## config.mk

```make
export PLATFORM = sky130hd
export DESIGN_NAME = ps_setpoint_receiver_flat
export DESIGN_NICKNAME = d
export VERILOG_FILES = /design/src/rtl/ps_setpoint_receiver_if.sv /design/src/rtl/ps_setpoint_receiver.sv /design/src/flat_wrapper.sv
export SDC_FILE = /design/constraint.sdc
export NUM_CORES = 2
export LEC_CHECK = 0
export BUFFER_PORTS_ARGS = -buffer_cell sky130_fd_sc_hd__buf_2
export CAP_MARGIN = 20
export CORE_MARGIN = 4
export CORE_UTILIZATION = 55
export DETAILED_ROUTE_END_ITERATION = 8
export PLACE_DENSITY = 0.75
export SYNTH_ARGS = -nofsm -noshare
export SYNTH_HDL_FRONTEND = slang
export SYNTH_SLANG_ARGS = --single-unit
```

## constraint.sdc

```tcl
create_clock -name sysClk -period 5.37 [get_ports sysClk]
set_input_delay 1.074 -clock sysClk [delete_from_list [all_inputs] [get_ports sysClk]]
set_output_delay 1.074 -clock sysClk [all_outputs]
set_load 0.1 [all_outputs]
```

## src/rtl/ps_setpoint_receiver_if.sv

```systemverilog
// ps_setpoint_receiver_if: setpoint word stream (no back-pressure).
//   axisTDATA  - setpoint word
//   axisTVALID - word valid; every valid beat is taken
//   axisTLAST  - last word of a packet, qualified by axisTVALID
// master drives the stream, slave (the receiver) samples it.
interface ps_setpoint_receiver_if #(
  parameter int unsigned DATA_WIDTH = 32
);
  logic [DATA_WIDTH-1:0] axisTDATA;
  logic                  axisTVALID;
  logic                  axisTLAST;

  modport master (output axisTDATA, output axisTVALID, output axisTLAST);
  modport slave  (input  axisTDATA, input  axisTVALID, input  axisTLAST);
endinterface

```

## src/rtl/ps_setpoint_receiver.sv

```systemverilog
// ps_setpoint_receiver: receives fixed-length setpoint packets, checks their
// length, and double-buffers complete packets so firmware always reads a
// coherent setpoint set. Counts good/bad packets and flags a stale stream.
// Ports:
//   sysClk, sysReset_n - clock, asynchronous active-low reset
//   axis               - setpoint stream (slave side)
//   csrStrobe          - GPIO_OUT[0]=1 clears packet and error counters
//   addrStrobe         - loads the read index from GPIO_OUT
//   GPIO_OUT           - firmware write data
//   readData           - registered word of the active bank at the read index
//   status             - {stale, discarding, 6'b0, errorCount, packetCount}
//   packetStrobe       - one-cycle pulse per committed packet
module ps_setpoint_receiver #(
  parameter int unsigned SETPOINT_COUNT = 32,
  parameter int unsigned DATA_WIDTH     = 32,
  parameter int unsigned TIMEOUT_CYCLES = 125000
) (
  input  logic                    sysClk,
  input  logic                    sysReset_n,
  ps_setpoint_receiver_if.slave   axis,
  input  logic                    csrStrobe,
  input  logic                    addrStrobe,
  input  logic [31:0]             GPIO_OUT,
  output logic [DATA_WIDTH-1:0]   readData,
  output logic [31:0]             status,
  output logic                    packetStrobe
);

  localparam int unsigned IW = $clog2(SETPOINT_COUNT);
  localparam int unsigned CW = IW + 1;
  localparam int unsigned TW = $clog2(TIMEOUT_CYCLES + 1);

  localparam logic [CW-1:0] LAST_IDX = CW'(SETPOINT_COUNT - 1);
  localparam logic [CW-1:0] SP_COUNT = CW'(SETPOINT_COUNT);
  localparam logic [TW-1:0] TO_MAX   = TW'(TIMEOUT_CYCLES);

  typedef enum logic [1:0] {
    ST_IDLE,
    ST_RECEIVE,
    ST_DISCARD
  } state_t;

  state_t                r_state;
  logic [CW-1:0]         r_word_count;
  logic                  r_active;
  logic                  r_have_data;
  logic [IW-1:0]         r_read_index;
  logic [15:0]           r_packet_count;
  logic [7:0]            r_error_count;
  logic [TW-1:0]         r_timeout;
  logic                  r_stale;
  logic                  r_discarding;
  logic                  r_packet_strobe;
  logic [DATA_WIDTH-1:0] r_read_data;

  logic [DATA_WIDTH-1:0] r_bank0 [SETPOINT_COUNT];
  logic [DATA_WIDTH-1:0] r_bank1 [SETPOINT_COUNT];

  state_t                w_state_nxt;
  logic [CW-1:0]         w_word_count_nxt;
  logic                  w_wr_en;
  logic [IW-1:0]         w_wr_index;
  logic                  w_commit;
  logic                  w_error;
  logic                  w_clear;
  logic [TW-1:0]         w_timeout_nxt;
  logic                  w_index_ok;
  logic [DATA_WIDTH-1:0] w_bank_word;
  logic                  w_unused_gpio;

  assign w_clear       = csrStrobe & GPIO_OUT[0];
  assign w_unused_gpio = ^GPIO_OUT[31:IW];

  // Packet framing: length check and shadow-bank write control.
  always_comb begin
    w_state_nxt      = r_state;
    w_word_count_nxt = r_word_count;
    w_wr_en          = 1'b0;
    w_wr_index       = r_word_count[IW-1:0];
    w_commit         = 1'b0;
    w_error          = 1'b0;
    case (r_state)
      ST_IDLE: begin
        if (axis.axisTVALID) begin
          w_wr_en          = 1'b1;
          w_wr_index       = '0;
          w_word_count_nxt = CW'(1);
          // A one-word packet is always short (SETPOINT_COUNT >= 2).
          if (axis.axisTLAST) w_error     = 1'b1;
          else                w_state_nxt = ST_RECEIVE;
        end
      end
      ST_RECEIVE: begin
        if (axis.axisTVALID) begin
          w_wr_en          = 1'b1;
          w_word_count_nxt = r_word_count + CW'(1);
          if (r_word_count == LAST_IDX) begin
            if (axis.axisTLAST) begin
              w_commit    = 1'b1;
              w_state_nxt = ST_IDLE;
            end else begin
              w_error     = 1'b1;
              w_state_nxt = ST_DISCARD;
            end
          end else if (axis.axisTLAST) begin
            w_error     = 1'b1;
            w_state_nxt = ST_IDLE;
          end
        end
      end
      ST_DISCARD: begin
        if (axis.axisTVALID && axis.axisTLAST) w_state_nxt = ST_IDLE;
      end
      default: w_state_nxt = ST_IDLE;
    endcase
  end

  // FSM state register.
  always_ff @(posedge sysClk or negedge sysReset_n) begin
    if (!sysReset_n) begin
      r_state      <= ST_IDLE;
      r_word_count <= '0;
    end else begin
      r_state      <= w_state_nxt;
      r_word_count <= w_word_count_nxt;
    end
  end

  // Shadow bank is the one not selected by r_active; RAM is not reset.
  always_ff @(posedge sysClk) begin
    if (w_wr_en) begin
      if (r_active) r_bank0[w_wr_index] <= axis.axisTDATA;
      else          r_bank1[w_wr_index] <= axis.axisTDATA;
    end
  end

  // Cycles since the last commit, saturating at the stale threshold.
  assign w_timeout_nxt = w_commit             ? '0 :
                         (r_timeout == TO_MAX) ? r_timeout :
                                                 r_timeout + TW'(1);

  assign w_index_ok  = ({1'b0, r_read_index} < SP_COUNT);
  assign w_bank_word = r_active ? r_bank1[r_read_index] : r_bank0[r_read_index];

  // Bank swap, counters, stale flag and registered read port.
  always_ff @(posedge sysClk or negedge sysReset_n) begin
    if (!sysReset_n) begin
      r_active        <= 1'b0;
      r_have_data     <= 1'b0;
      r_read_index    <= '0;
      r_packet_count  <= '0;
      r_error_count   <= '0;
      r_timeout       <= TO_MAX;
      r_stale         <= 1'b1;
      r_discarding    <= 1'b0;
      r_packet_strobe <= 1'b0;
      r_read_data     <= '0;
    end else begin
      if (w_commit) begin
        r_active    <= ~r_active;
        r_have_data <= 1'b1;
      end
      if (addrStrobe) r_read_index <= GPIO_OUT[IW-1:0];

      // A firmware clear overrides a same-cycle increment.
      if (w_clear)       r_packet_count <= '0;
      else if (w_commit) r_packet_count <= r_packet_count + 16'd1;

      if (w_clear)                                r_error_count <= '0;
      else if (w_error && (r_error_count != 8'hFF)) r_error_count <= r_error_count + 8'd1;

      r_timeout       <= w_timeout_nxt;
      r_stale         <= (w_timeout_nxt == TO_MAX);
      r_discarding    <= (w_state_nxt == ST_DISCARD);
      r_packet_strobe <= w_commit;
      r_read_data     <= (r_have_data && w_index_ok) ? w_bank_word : '0;
    end
  end

  assign readData     = r_read_data;
  assign status       = {r_stale, r_discarding, 6'b0, r_error_count, r_packet_count};
  assign packetStrobe = r_packet_strobe;

endmodule

```

## src/flat_wrapper.sv

```systemverilog
// flat-port wrapper written by rule: the top's interface ports become plain ports
module ps_setpoint_receiver_flat 
#(
  parameter int unsigned SETPOINT_COUNT = 32,
  parameter int unsigned DATA_WIDTH     = 32,
  parameter int unsigned TIMEOUT_CYCLES = 125000
)
  (sysClk, sysReset_n, csrStrobe, addrStrobe, GPIO_OUT, readData, status, packetStrobe, axis_axisTDATA, axis_axisTVALID, axis_axisTLAST);
  ps_setpoint_receiver_if #(.DATA_WIDTH(DATA_WIDTH)) axis_i ();
  input  logic sysClk;
  input  logic sysReset_n;
  input  logic csrStrobe;
  input  logic addrStrobe;
  input  logic [31:0] GPIO_OUT;
  output logic [DATA_WIDTH-1:0] readData;
  output logic [31:0] status;
  output logic packetStrobe;
  input wire logic [$bits(axis_i.axisTDATA)-1:0] axis_axisTDATA;
  input wire logic [$bits(axis_i.axisTVALID)-1:0] axis_axisTVALID;
  input wire logic [$bits(axis_i.axisTLAST)-1:0] axis_axisTLAST;
  assign axis_i.axisTDATA = axis_axisTDATA;
  assign axis_i.axisTVALID = axis_axisTVALID;
  assign axis_i.axisTLAST = axis_axisTLAST;
  ps_setpoint_receiver #(.SETPOINT_COUNT(SETPOINT_COUNT), .DATA_WIDTH(DATA_WIDTH), .TIMEOUT_CYCLES(TIMEOUT_CYCLES)) u_core (.sysClk(sysClk), .sysReset_n(sysReset_n), .axis(axis_i), .csrStrobe(csrStrobe), .addrStrobe(addrStrobe), .GPIO_OUT(GPIO_OUT), .readData(readData), .status(status), .packetStrobe(packetStrobe));
endmodule
```

## Word level (Yosys, flattened, before mapping)

Memories as Yosys holds them, arrays and structs flattened.
Cells that the tools add are included.
W data, S select, Z words.

| word-level totals | value |
|---|---|
| RAM bits | 2048 |
| memories kept | 2 |
| flip-flop bits (word level) | 91 |
| input port bits | 70 |
| word-level logic and storage cells | 75 |
| output and inout bits | 65 |

Memories:

| memory | words | bits a word | rd ports | clocked after memory_dff | write ports | line | text |
|---|---|---|---|---|---|---|---|
| u_core.r_bank0 | 32 | 32 | 1 | 0 | 1 | ps_setpoint_receiver.sv:56 | `logic [DATA_WIDTH-1:0] r_bank0 [SETPOINT_COUNT];` |
| u_core.r_bank1 | 32 | 32 | 1 | 0 | 1 | ps_setpoint_receiver.sv:57 | `logic [DATA_WIDTH-1:0] r_bank1 [SETPOINT_COUNT];` |

| operators by class | value |
|---|---|
| equality and inequality tests | 9 |
| multiplexer cells | 38 |
| reduce and logical (&&, ||, !) cells | 8 |
| add/sub/neg operators | 4 |
| bitwise operators | 2 |

Operators by type and width:

| operator | count |
|---|---|
| $mux W32 | 2 |
| $eq A17 B17 Y1 const B | 2 |
| $mux W17 | 2 |
| $mux W16 | 2 |
| $add A17 B1 Y17 const B | 1 |
| $add A16 B1 Y16 const B | 1 |
| $mux W1 | 16 |
| $mux W8 | 2 |
| $mux W2 | 7 |
| $mux W6 | 2 |
| $pmux W6 S2 | 1 |
| $mux W5 | 2 |
| $add A8 B1 Y8 const B | 1 |
| $ne A8 B8 Y1 const B | 1 |
| $add A6 B1 Y6 const B | 1 |
| $eq A6 B5 Y1 const B | 1 |
| $pmux W2 S3 | 1 |
| $reduce_bool A2 Y1 | 3 |
| $eq A2 B2 Y1 const B | 2 |
| $ne A2 B2 Y1 const B | 2 |
| $reduce_and A3 Y1 | 1 |
| $eq A2 B1 Y1 const B | 1 |
| $logic_and A1 B1 Y1 | 2 |
| $logic_not A2 Y1 | 1 |
| 4 further kinds | 4 |

## Longest topological paths before layout

| logic depth | value |
|---|---|
| depth in word-level cells | 7 |
| depth in mapped cells | 12 |
| depth with buffers taken out | 11 |

## Least setup slack after synthesis

No wires, ideal clock.

| timing path | value |
|---|---|
| path kind | input to register |
| start point | input port axis_axisTVALID |
| end point | memory u_core.r_bank1[24][0] (enable) |
| buffers on the path | 1 |
| arrival | 3.999 ns |
| slack | 0.910 ns |
| library setup time | 0.461 ns |
| data required time | 4.909 ns |
| cell stages on the path | 6 |
| cells stage by stage | nand2b_1 clkbuf_1 nor2_1 nor2b_1 nand3_1 nor3_1 |

| on the way | value |
|---|---|
| word-level cells in the longest chain between the ends | 4 |
| elaborated cells on any way between the ends | 6 |
| classes of those cells | mux (6) |

Ends and longest elaborated chain:

| item | line | text |
|---|---|---|
| start: declaration | flat_wrapper.sv:19 | `input wire logic [$bits(axis_i.axisTVALID)-1:0] axis_axisTVALID;` |
| $mux W1 | ps_setpoint_receiver.sv:84, ps_setpoint_receiver.sv:94 |  |
| $mux W1 | -- |  |
| $mux W1 | ps_setpoint_receiver.sv:131 | `if (w_wr_en) begin` |
| $mux W1 (implied by the code) | ps_setpoint_receiver.sv:133 | `else r_bank1[w_wr_index] <= axis.axisTDATA;` |
| end: declaration | ps_setpoint_receiver.sv:57 |  |

Parallel ways exist; a longest one is shown, timed or not.

## Worst setup path in the final report

| timing path | value |
|---|---|
| start point | register u_core.r_word_count[1] |
| end point | register u_core.r_stale |

| on the way | value |
|---|---|
| word-level cells in the longest chain between the ends | 6 |

Ends and longest elaborated chain:

| item | line | text |
|---|---|---|
| start: declaration | ps_setpoint_receiver.sv:44 | `logic [CW-1:0] r_word_count;` |
| start signal: assignment | ps_setpoint_receiver.sv:125 | `r_word_count <= w_word_count_nxt;` |
| $eq A6 B5 Y1 | ps_setpoint_receiver.sv:97 | `if (r_word_count == LAST_IDX) begin` |
| $mux W1 | ps_setpoint_receiver.sv:97 |  |
| $mux W1 | ps_setpoint_receiver.sv:94 | `if (axis.axisTVALID) begin` |
| $mux W1 | ps_setpoint_receiver.sv:82 | `case (r_state)` |
| $mux W17 | ps_setpoint_receiver.sv:138 | `assign w_timeout_nxt = w_commit ? '0 :` |
| via u_core.w_timeout_nxt[10] | ps_setpoint_receiver.sv:66 | `logic [TW-1:0] w_timeout_nxt;` |
| $eq A17 B17 Y1 | ps_setpoint_receiver.sv:173 | `r_stale <= (w_timeout_nxt == TO_MAX);` |
| end signal: assignment | ps_setpoint_receiver.sv:173 |  |
| end: declaration | ps_setpoint_receiver.sv:51 | `logic r_stale;` |

The timed path passes the listed nets, and every way through them passes these cells.
A chain may end at the register's enable or synchronous reset.

==> flow_metrics.py <==
metrics = {
    "detailed_routing": {
        "routed_wl_mm": 203.3,
        "ant_nets": 0,
        "vias": 41060,
        "route.detailed.drc": 0,
        "first_pass_iters": 6,
        "drtIter0Drc": 5983,
        "vias_per_cell": 6.667,
        "wire_per_inst_microns": 33.01,
    },
    "timing": {
        "fin_ws_ns": 1.493,
        "max_freq_mhz": 257.9,
        "drv_slew": 0,
        "hold_viol_final": 0,
        "setup_viol": 0,
        "period_needed_ns": 3.877,
        "worst_pin_slew_ns": 1.149,
        "finalCritPeriodShare_pct": 72.20,
        "finalClockSkew_ns": 0.03956,
        "setup_tns_ns": 0,
        "max_slew_margin_pct": 23.42,
        "rsz0062_at_grt": "no",
    },
    "die": {
        "ios": 135,
        "fp.dieH_microns": 394.2,
        "die_w_microns": 394.2,
        "die_area_sq_mm": 0.1554,
        "core_area_sq_mm": 0.1480,
        "rows": 141,
        "start_util_pct": 55.41,
    },
    "synth": {
        "ys_ff_latch": 2139,
        "avgSynthCellArea_sq_um": 21.73,
        "async_flop_share_pct": 4.254,
        "synth_compound_area_share_pct": 2.259,
        "ys_types": 70,
        "synthSimpleGateAreaFrac_pct": 2.761,
        "synth_top_family_by_area": "multiplexers",
        "synthXorXnorAreaFrac_pct": 0.3204,
        "synth_edf_count": 2048,
        "synthAdderAreaFrac_pct": 0.09154,
        "ys.flop_type": "edfxtp_1",
        "ys_warn_count": 0,
        "syn_area_sq_mm": 0.08201,
        "synth_cells": 3774,
        "muxShareOfSynthArea_pct": 15.35,
        "seq_area_frac_synth_pct": 77.78,
    },
    "global_route": {
        "grt.total_usage_pct": 26.25,
        "grt_pass1_vias": 41250,
        "grt_first_pass_wirelength_mm": 293.8,
        "antenna_found_initial": 11,
        "grt_max_degree": 130,
        "grt-ovfl-total": 0,
    },
    "clock_network": {
        "worstSkewPairLatency_ns": 0.83,
        "hold_buffers": 0,
        "path_clk_slew_ns": 0.07,
        "cts_buffers": 200,
        "clockBufferDepth": 3,
        "post_cts_resized": 0,
        "h-tree-depth": 4,
        "clockRootBuffer": "clkbuf_16",
        "clock_sinks": 2139,
        "tritoncts": "built",
        "postCtsSetupBuffers": 0,
    },
    "setup_path": {
        "crit_path_max_fanout": 20,
        "setup.worst_path.end_class": "flip-flop",
        "start_kind": "flip-flop",
        "critPathRequiredTime_ns": 6.09,
        "crit_arrival_ns": 4.60,
        "path_class": "reg -> reg",
    },
    "hold_path": {
        "hold_path_class": "in -> async",
    },
    "final_layout": {
        "postLayoutCellArea_sq_mm": 0.09246,
        "layout.nets": 4131,
        "syn2layout_area_growth_pct": 12.74,
        "drive_above_1_share_pct": 27.76,
        "fill_cells": 9574,
    },
    "place": {
        "routabilityCongestion": 0.8320,
        "dp_hpwl_mm": 117.1,
        "place_ws_ns": 1.331,
        "portBuffers": 101,
        "placed_area_sq_mm": 0.08571,
    },
    "power_and_ir_drop": {
        "p_leak_uw": 0.02960,
        "ir_drop_uv": 338.2,
        "powerDensity_mw_per_mm2": 376.0,
    },
    "run": {
        "max-cap-violations": 0,
    },
    "outcome": {
        "outcome": "finished, final reports clean",
    },
}
-- stage by stage --
step | instances | util, % | power (uW) | hold slack, ns
final | 6158 | 62.47 | 34760 | 0.2658
after global routing | 6156 | 62.46 | 35790 | 0.2803
after floorplan | 3779 | - | 20380 | 0.4320
after CTS | 6136 | 62.19 | 34860 | 0.2351
after global placement | 5763 | 57.90 | 21280 | 0.4587
after detailed placement | 5764 | 57.90 | 21330 | 0.4782
-- area by class of cell --
class / count / area [sq um] / share of cell area, %
flip-flops and latches: 2139 / 63800 / 69.01
clock buffers: 249 / 5304 / 5.736
multi-input cells: 1429 / 17560 / 18.99
repair buffers: 277 / 2292 / 2.479
inverters: 8 / 32.53 / 0.03518
clock inverters: 123 / 1044 / 1.129
well taps: 1930 / 2415 / 2.612
diodes: 3 / 7.507 / 0.008120
-- synthesized netlist by cell type (all sizes together), types with 14 or more instances --
library cell | instances | area, sq um
dfrtp | 83 | 2077
or3 | 16 | 100.1
mux4 | 509 | 11460
nand2b | 16 | 100.1
nand2 | 141 | 529.3
xor2 | 18 | 157.7
o22ai | 89 | 556.8
nor2 | 159 | 599.3
nor2b | 19 | 118.9
o21ai | 42 | 210.2
nor3 | 25 | 125.1
mux2i | 98 | 980.9
buf | 129 | 847.1
clkbuf | 74 | 299.0
o221ai | 14 | 122.6
a21oi | 32 | 160.2
nand3 | 57 | 290.3
edfxtp | 2048 | 61500
a31oi | 21 | 131.4
-- placed cells by master (no fill, tap or decap), drive strengths merged, types with 83 or more instances in the layout --
master / Yosys / layout
nand2: 141 / 141
dfrtp: 83 / 83
buf: 129 / 277
mux2i: 98 / 98
o22ai: 89 / 89
nor2: 159 / 159
clkinv: 1 / 93
edfxtp: 2048 / 2048
mux4: 509 / 509
clkbuf: 74 / 249
-- worst max-delay path: stages (launching register included) --
cell	delay, ns
dfrtp_1	0.50
ha_1	0.25
nand3_1	0.13
nor3b_1	0.67
ha_1	0.28
nand3_1	0.42
inv_1	0.33
buf_4	0.29
nor2_1	0.10
or4b_1	0.55
nor4_2	0.26
-- routing by layer --
layer  vias up  wire [microns]  global-route usage [%]
li1      16380               -                       -
met1     21480           74290                   36.10
met2      2751           97200                   40.98
met3       436           22180                   6.168
met4         6            9563                   11.26
met5         -              45                       0
-- flip-flops by register name (all words and copies together) (netlist names), 5 cells and up --
signal,cells
u_core.r_bank0,1024
u_core.r_word_count,6
u_core.r_timeout,17
u_core.r_read_index,5
u_core.r_packet_count,16
u_core.readData,32
u_core.r_bank1,1024
u_core.r_error_count,8
-- power breakdown --
| group | total (uW) | switching [uW] | internal, uW |
|---|---|---|---|
| Sequential | 18500 | 105 | 18400 |
| Clock | 13700 | 6080 | 7650 |
| Combinational | 2530 | 1540 | 988 |
| Total | 34800 | 7730 | 27000 |
-- cells by family after synthesis --
group	count (synthesis)
simple gates	489
buf+inv	211
fa+ha+maj	6
flops	2139
compound gates	278
other cells	1
mux	620
xor+xnor	30
-- worst paths after layout --
kind,startpoint,endpoint,slack (ns),depth (start not counted)
min,sysReset_n,u_core.readData[14],0.27,1
max,u_core.r_word_count[1],u_core.r_stale,1.49,10
max reg2reg,u_core.r_word_count[1],u_core.r_stale,1.49,10
min in group sysClk,GPIO_OUT[2],u_core.r_read_index[2],0.48,3
min reg2reg,u_core.r_state[1],u_core.r_state[0],0.50,1
max in group asynchronous,sysReset_n,u_core.readData[6],4.04,2
Power figures use the tool's default switching activity.
